$ cat config.mk
export PLATFORM = sky130hd
export DESIGN_NAME = memory_btn_debounce_flat
export DESIGN_NICKNAME = d
export VERILOG_FILES = /design/src/rtl/memory_btn_debounce_if.sv /design/src/rtl/memory_btn_debounce.sv /design/src/flat_wrapper.sv
export SDC_FILE = /design/constraint.sdc
export NUM_CORES = 1
export LEC_CHECK = 0
export ABC_CLOCK_PERIOD_IN_PS = 4200
export CORE_ASPECT_RATIO = 1.4
export CORE_MARGIN = 8
export CORE_UTILIZATION = 65
export DETAILED_ROUTE_END_ITERATION = 16
export GPL_TIMING_DRIVEN = 0
export PLACE_DENSITY = 0.85
export SYNTH_ARGS = -nofsm -noshare
export SYNTH_HDL_FRONTEND = slang
export SYNTH_SLANG_ARGS = --single-unit
$ cat constraint.sdc
create_clock -name Clk -period 4.2 [get_ports Clk]
set_input_delay 0.84 -clock Clk [delete_from_list [all_inputs] [get_ports Clk]]
set_output_delay 0.84 -clock Clk [all_outputs]
set_load 0.02 [all_outputs]
$ cat src/rtl/memory_btn_debounce_if.sv
// memory_btn_debounce_if: raw buttons in, game-core pulses and debounced levels out
interface memory_btn_debounce_if;
  logic BtnR, BtnL, BtnU, BtnD, BtnC;
  logic Right, Left, Up, Down, Select, Drop;
  logic [4:0] Held;
  modport master (
    output BtnR, BtnL, BtnU, BtnD, BtnC,
    input  Right, Left, Up, Down, Select, Drop, Held
  );
  modport slave (
    input  BtnR, BtnL, BtnU, BtnD, BtnC,
    output Right, Left, Up, Down, Select, Drop, Held
  );
endinterface

$ cat src/rtl/memory_btn_debounce.sv
// memory_btn_debounce: synchronize, debounce and priority-arbitrate five buttons into one-clock pulses
module memory_btn_debounce #(
  parameter int DB_CYCLES = 1000000,
  parameter int CNT_W = 20
) (
  input logic Clk,
  input logic Reset,
  memory_btn_debounce_if.slave bus
);
  typedef enum logic [2:0] {INI, W84, SCEN, WS, CCR} state_t;
  localparam logic [CNT_W-1:0] LAST = CNT_W'(DB_CYCLES - 1);
  logic [4:0] w_raw, w_req, w_held, w_win;
  logic [4:0] r_s1, r_s2, r_pulse;
  logic r_drop;
  assign w_raw = {bus.BtnC, bus.BtnD, bus.BtnU, bus.BtnL, bus.BtnR};
  always_ff @(posedge Clk) begin
    r_s1 <= Reset ? '0 : w_raw;
    r_s2 <= Reset ? '0 : r_s1;
  end
  for (genvar g = 0; g < 5; g++) begin : g_ch
    state_t r_st;
    logic [CNT_W-1:0] r_cnt;
    always_ff @(posedge Clk) begin
      if (Reset) begin
        r_st <= INI;
        r_cnt <= '0;
      end else begin
        case (r_st)
          INI: if (r_s2[g]) begin
            r_st <= W84;
            r_cnt <= '0;
          end
          W84: if (!r_s2[g]) r_st <= INI;
               else if (r_cnt == LAST) r_st <= SCEN;
               else r_cnt <= r_cnt + 1'b1;
          SCEN: r_st <= WS;
          WS: if (!r_s2[g]) begin
            r_st <= CCR;
            r_cnt <= '0;
          end
          CCR: if (r_s2[g]) r_st <= WS;
               else if (r_cnt == LAST) r_st <= INI;
               else r_cnt <= r_cnt + 1'b1;
          default: r_st <= INI;
        endcase
      end
    end
    assign w_req[g] = r_st == SCEN;
    assign w_held[g] = r_st == SCEN || r_st == WS || r_st == CCR;
  end
  always_comb begin
    w_win = w_req[4] ? 5'b10000 :
            w_req[2] ? 5'b00100 :
            w_req[3] ? 5'b01000 :
            w_req[1] ? 5'b00010 : {4'b0000, w_req[0]};
  end
  always_ff @(posedge Clk) begin
    r_pulse <= Reset ? '0 : w_win;
    r_drop <= Reset ? 1'b0 : $countones(w_req) > 1;
  end
  assign {bus.Select, bus.Down, bus.Up, bus.Left, bus.Right} = r_pulse;
  assign bus.Drop = r_drop;
  assign bus.Held = w_held;
endmodule

$ cat src/flat_wrapper.sv
// flat-port wrapper written by rule: the top's interface ports become plain ports
module memory_btn_debounce_flat 
#(
  parameter int DB_CYCLES = 1000000,
  parameter int CNT_W = 20
)
  (Clk, Reset, bus_BtnR, bus_BtnL, bus_BtnU, bus_BtnD, bus_BtnC, bus_Right, bus_Left, bus_Up, bus_Down, bus_Select, bus_Drop, bus_Held);
  memory_btn_debounce_if bus_i ();
  input logic Clk;
  input logic Reset;
  input wire logic [$bits(bus_i.BtnR)-1:0] bus_BtnR;
  input wire logic [$bits(bus_i.BtnL)-1:0] bus_BtnL;
  input wire logic [$bits(bus_i.BtnU)-1:0] bus_BtnU;
  input wire logic [$bits(bus_i.BtnD)-1:0] bus_BtnD;
  input wire logic [$bits(bus_i.BtnC)-1:0] bus_BtnC;
  output wire logic [$bits(bus_i.Right)-1:0] bus_Right;
  output wire logic [$bits(bus_i.Left)-1:0] bus_Left;
  output wire logic [$bits(bus_i.Up)-1:0] bus_Up;
  output wire logic [$bits(bus_i.Down)-1:0] bus_Down;
  output wire logic [$bits(bus_i.Select)-1:0] bus_Select;
  output wire logic [$bits(bus_i.Drop)-1:0] bus_Drop;
  output wire logic [$bits(bus_i.Held)-1:0] bus_Held;
  assign bus_i.BtnR = bus_BtnR;
  assign bus_i.BtnL = bus_BtnL;
  assign bus_i.BtnU = bus_BtnU;
  assign bus_i.BtnD = bus_BtnD;
  assign bus_i.BtnC = bus_BtnC;
  assign bus_Right = bus_i.Right;
  assign bus_Left = bus_i.Left;
  assign bus_Up = bus_i.Up;
  assign bus_Down = bus_i.Down;
  assign bus_Select = bus_i.Select;
  assign bus_Drop = bus_i.Drop;
  assign bus_Held = bus_i.Held;
  memory_btn_debounce #(.DB_CYCLES(DB_CYCLES), .CNT_W(CNT_W)) u_core (.Clk(Clk), .Reset(Reset), .bus(bus_i));
endmodule
==> results of run 1 <==
per-stage QoR:
| step | utilization [%] | area (µm²) | total power [mW] | hold WS (ns) | std cells |
|---|---|---|---|---|---|
| 2_1_floorplan | - | 7350 | 1.36 | 0.414 | 924 |
| 3_3_place_gp | 69.0 | 7700 | 1.40 | 0.417 | 1085 |
| 3_5_place_dp | 69.0 | 7700 | 1.40 | 0.421 | 1085 |
| 4_1_cts | 74.4 | 8310 | 2.88 | 0.434 | 1117 |
| 5_1_grt | 74.5 | 8310 | 2.96 | 0.457 | 1117 |
| 6_report | 74.5 | 8310 | 2.88 | 0.435 | 1117 |
metal layers:
metal / vias up / part of all wire (%) / global-route usage [%] / routed length, µm
li1: 3593 / - / - / -
met1: 3477 / 41 / 29.6 / 7880
met2: 286 / 50 / 45.4 / 9770
met3: 65 / 6.1 / 5.67 / 1190
met4: 0 / 3.1 / 13.1 / 601
met5: - / 0 / 0 / 0
flip-flops by register name, indices dropped and copies added (netlist names):
register,flops
u_core.bus.Drop,1
u_core.r_s1,5
u_core.r_pulse,5
u_core.g_ch.r_cnt,100
u_core.r_s2,5
u_core.g_ch.r_st,15
cells in the final DEF (no fill, tap or decap), drive strengths merged, types with 21 or more instances in the layout:
cell,Yosys,layout
nand4,25,25
nor3,28,28
nor2,54,54
a31oi,30,30
and3,21,21
clkbuf,49,70
nand3,45,45
a21oi,55,55
nand2,95,95
dfxtp,131,131
inv,32,33
a311oi,26,26
o21ai,49,49
logic make-up after synthesis:
logic type	Yosys count	share of synthesized area, %
simple gates	395	29.1
compound gates	286	27.3
flops	131	35.7
buf+inv	91	4.78
fa+ha+maj	10	1.80
xor+xnor	8	0.953
mux	3	0.409
power by group:
group	total [mW]	internal [mW]	switching (mW)	leakage (nW)
Sequential	1.26	1.25	0.00586	1.06
Clock	1.50	0.937	0.563	0.288
Combinational	0.121	0.0360	0.0845	1.26
cell type report:
type	count	area (µm²)	share of cell area [%]
Buffer	59	231	2.78
Clock buffer	21	480	5.78
Clock inverter	11	126	1.52
Inverter	32	120	1.44
Multi-Input combinational cell	702	4380	52.7
Sequential cell	131	2620	31.5
Tap cell	144	180	2.17
Timing Repair Buffer	17	170	2.05
final timing paths:
| check | start | end | slack [ns] | cells after the start |
|---|---|---|---|---|
| max | u_core.g_ch[4].r_st[2] | bus_Held[4] | 1.23 | 4 |
| min | u_core.r_s1[0] | u_core.r_s2[0] | 0.43 | 1 |
| max reg2reg | u_core.g_ch[3].r_cnt[0] | u_core.g_ch[3].r_cnt[5] | 1.48 | 8 |
| min reg2reg | u_core.r_s1[0] | u_core.r_s2[0] | 0.43 | 1 |
==> results.cfg, run 1 <==
[global_routing]
antenna_found_initial = 0
overflow = 0
grt_pass1_vias = 7009
grt_usage_pct = 26.2
grt_max_degree = 17
grt_pass1_wl_mm = 32.5

[floorplan]
fp.dieH_um = 142
design.die.area_um2 = 15000
fp.dieW_um = 106
initial_utilization_pct = 65.8
rows = 46
pin_count = 18
core-area_um2 = 11200

[power]
leakage_nw = 2.60
peakVddDrop_mv = 0.259
p_per_area_nw_per_um2 = 346

[yosys]
synth_area_per_cell_um2 = 7.95
yosysMostFrequentCell = dfxtp_1
ys_types = 70
synthesis.area_um2 = 7350
synthTopCellsByCount = 131 x dfxtp_1, 95 x nand2_1, 54 x a21oi_1
syn-num-nets = 941
yosys.area.top_type_share_pct = 35.7
synth-edff-count = 0
yosys-top-cells-area = dfxtp_1 36%, nand2_1 4.9%, a21oi_1 3.7%
syn_inst = 924
dominantRegCellSynth = dfxtp_1
synth_top_cell_by_area = dfxtp_1
synth-async-reset-ratio_pct = 0
synth.ff_latch_count = 131
synth_seq_area_share_pct = 35.7
yosysWarnings = 0

[finish]
fin_nets = 977
drive_above_1_share_pct = 7.09
fill_cells = 884
antennaDiodeCount = 0
area_growth_pct = 13.1

[timing]
rsz0062_at_grt = false
skew_ns = 0.0121
fin_ws_ns = 1.23
setup_viol = 0
slew_headroom_pct = 29.6
finalCritPeriodShare_pct = 70.7
period_needed_ns = 2.97
fmax_mhz = 337
tightestPinTransition_ns = 1.05
finalSetupTns_ns = 0
maxSlewViolCount = 0
final_hold_viol_count = 0

[worst_setup_path]
criticalPathCategory = reg -> out
critical_path.top_delay_family = buffers and inverters
crit_path_max_fanout = 9
critPathBufInv = 2
cpMaxStageDelayCell = clkdlybuf4s50_1
crit_path_end_kind = primary output
worstPathCellList = clkbuf_1 > nand2b_1 > o21ai_0 > clkdlybuf4s50_1
critPathMaxStageDelay_ns = 0.67
crit_required_ns = 3.36
cp-start-kind = register
crit_arrival_ns = 2.13

[routing]
vias = 7421
wl_per_cell_um = 17.4
drt-total-wl_mm = 19.4
remaining_drc_errors = 0
first_iter_violations = 696
first_pass_iters = 6
via_per_inst = 6.64
drt.antenna.violating_nets = 0

[clock_network]
post-cts-setup-buffers = 0
cts_buffers = 17
clk_path_buf_depth = 2
cts_hold_buffers = 0
cts_tree = yes
worstSkewPairLatency_ns = 0.42
htreeDepth = 4
cts_sinks = 131
path_clk_slew_ns = 0.06
clockRootBuffer = clkbuf_16
cts-resized-gates = 0

[run]
drv_cap = 0

[placement]
port_buffers = 17
hpwlAfterDp_mm = 13.2
place_congestion = 0.958
pre_cts_ws_ns = 1.06

[status]
outcome = complete, no violations

[min_path]
min_path_type = reg -> reg
No activity file was read; power rests on OpenSTA's default activity.
==> run 2: changes to the inputs <==
Settings changed: ABC_CLOCK_PERIOD_IN_PS 4200 to 2700, CORE_UTILIZATION 65 to 56, PLACE_DENSITY 0.85 to 0.78.
Clock period 4.2 ns to 2.7 ns, I/O delays scaled along.
==> run 2 against run 1 <==
Effect of this change:
- global-route usage fell by 2.9 points
- final area up 0.26%
- non-clock buffer count decreased by 6
- critical path depth stayed put
- total power rose by 56%
- clock skew down 0.0035 ns
- register-to-register slack worse by 1.4 ns
- count of clock-buffer cells in the layout is the same
- setup slack got worse by 1.1 ns
- critical endpoint is now bus_Held[2]
- largest cell class unchanged
- highest routed layer unchanged
==> results.cfg, run 2 (same netlist as run 1, synthesis figures left out) <==
[routing]
first_pass_iters = 5
drt.antenna.violating_nets = 0
first_iter_violations = 638
wl_per_cell_um = 17.7
vias = 7456
drt-total-wl_mm = 19.9
remaining_drc_errors = 0
via_per_inst = 6.66

[global_routing]
grtUsageMet2_pct = 40.4
grt_max_degree = 17
busiest_layer = met2
grt_usage_pct = 23.3
grt_pass1_vias = 6934
grt_use_met3_pct = 5.43
overflow = 0
grt_pass1_wl_mm = 32.5
antenna_found_initial = 0
met1_usage_pct = 26.1

[clock_network]
worstSkewPairLatency_ns = 0.42
path_clk_slew_ns = 0.05
cts_buffers = 17
clk_path_buf_depth = 2
cts_tree = yes
cts_hold_buffers = 0
htreeDepth = 4
cts_sinks = 131
clockRootBuffer = clkbuf_16
post-cts-setup-buffers = 0

[worst_setup_path]
crit_arrival_ns = 2.04
criticalPathCategory = reg -> out
r2r-end = u_core.bus.Drop
cp-start-kind = register
crit_required_ns = 2.16
r2r_cells = 9
r2r-start = u_core.g_ch[1].r_st[2]
rrSetupSlack_ns = 0.13
crit_path_max_fanout = 10
crit_path_end_kind = primary output

[finish]
top_regs = u_core.g_ch.r_cnt: 100 flops, u_core.g_ch.r_st: 15 flops
fin_nets = 971
largest_reg_flops = 100
antennaDiodeCount = 0
stdcell_count = 1119
regMostFlops = u_core.g_ch.r_cnt
mostFrequentLayoutCells = 130 x dfxtp_1, 95 x nand2_1, 54 x a21oi_1
area_growth_pct = 13.4
final_common_cell = dfxtp_1
drive_above_1_share_pct = 7.56

[timing]
final_hold_viol_count = 0
finalSetupTns_ns = 0
finalCritPeriodShare_pct = 95.4
whs_ns = 0.436
period_needed_ns = 2.58
tightestPinTransition_ns = 1.11
setup_viol = 0
skew_ns = 0.00860
fmax_mhz = 388
rsz0062_at_grt = false
slew_headroom_pct = 25.4
maxSlewViolCount = 0

[power]
leakage_nw = 2.61
p_per_area_nw_per_um2 = 539
peakVddDrop_mv = 0.354

[placement]
hpwlAfterDp_mm = 13.6
port_buffers = 17
dp_cells = 1094
place_congestion = 0.966

[min_path]
worstHoldPathCells = 1
hold_path_end = u_core.r_s2[4]
min_path_type = reg -> reg
hp-start = u_core.r_s1[4]

[floorplan]
fp.dieH_um = 152
design.die.area_um2 = 17100
rows = 49
initial_utilization_pct = 57.4
fp.dieW_um = 113
pin_count = 18
core-area_um2 = 12800

[status]
outcome = complete, no violations

[run]
drv_cap = 0
## run 2: cell types whose count changed in the layout (fill, tap and decap cells not counted), sizes merged
cell,change
inv,-1
clkbuf,-6
clkinv,+2
bufinv,+1
clkinvlp,-3
## run 2: worst max-delay path by stage
stage / from / end / slack (ns) / depth (start not counted)
after floorplan: u_core.g_ch[1].r_st[1] / u_core.bus.Drop / 0.37 / 10
after global placement: Reset / u_core.g_ch[4].r_st[1] / -0.26 / 5
after detailed placement: Reset / u_core.g_ch[0].r_st[1] / -0.26 / 5
after CTS: u_core.g_ch[0].r_st[1] / u_core.bus.Drop / 0.02 / 9
after global routing: u_core.g_ch[2].r_cnt[0] / u_core.g_ch[2].r_cnt[12] / 0.003 / 7
final: u_core.g_ch[2].r_st[1] / bus_Held[2] / 0.12 / 4
## run 2: per-stage QoR
stage | utilization [%] | instance area [µm²] | power (mW) | worst slack (ns)
CTS | 64.9 | 8320 | 4.50 | 0.0221
global route | 65.0 | 8330 | 4.63 | 0.00289
floorplan | - | 7350 | 2.11 | 0.374
finish | 65.0 | 8330 | 4.49 | 0.125
detailed placement | 60.2 | 7710 | 2.18 | -0.262
global placement | 60.2 | 7710 | 2.18 | -0.263
## run 2: cell type report
class / instances / area (µm²)
buffer: 53 / 209
clock buffer: 21 / 470
clock inverter: 10 / 131
fill: 1126 / 4480
inverter: 32 / 120
multi-input combinational: 702 / 4420
sequential: 131 / 2620
tap: 153 / 191
timing repair buffer: 17 / 170
## run 2: worst max-delay path: stages (launching register included)
cell and delay, ns:
dfxtp_1 0.36, clkbuf_1 0.22, nor3_1 0.29, a21o_1 0.14
clkdlybuf4s50_1 0.61
## run 2: where the power goes
part | leakage, nW | internal, mW | switching (mW)
registers | 1.06 | 1.95 | 0.0104
logic | 1.25 | 0.0563 | 0.133
clock network | 0.298 | 1.51 | 0.836
total | 2.61 | 3.51 | 0.979
## run 2: repair_timing
action                                  in CTS  in global routing
hold endpoints to repair                     0                  0
endpoints found under the setup margin       5                 15
gates resized for setup                      1                  7
## run 2: per-layer routing
metal	part of all wire, %	vias to the layer above	wire [µm]
li1	-	3595	-
met1	41	3504	8190
met2	49	287	9800
met3	5.9	70	1180
met4	3.4	0	682
met5	0	-	0
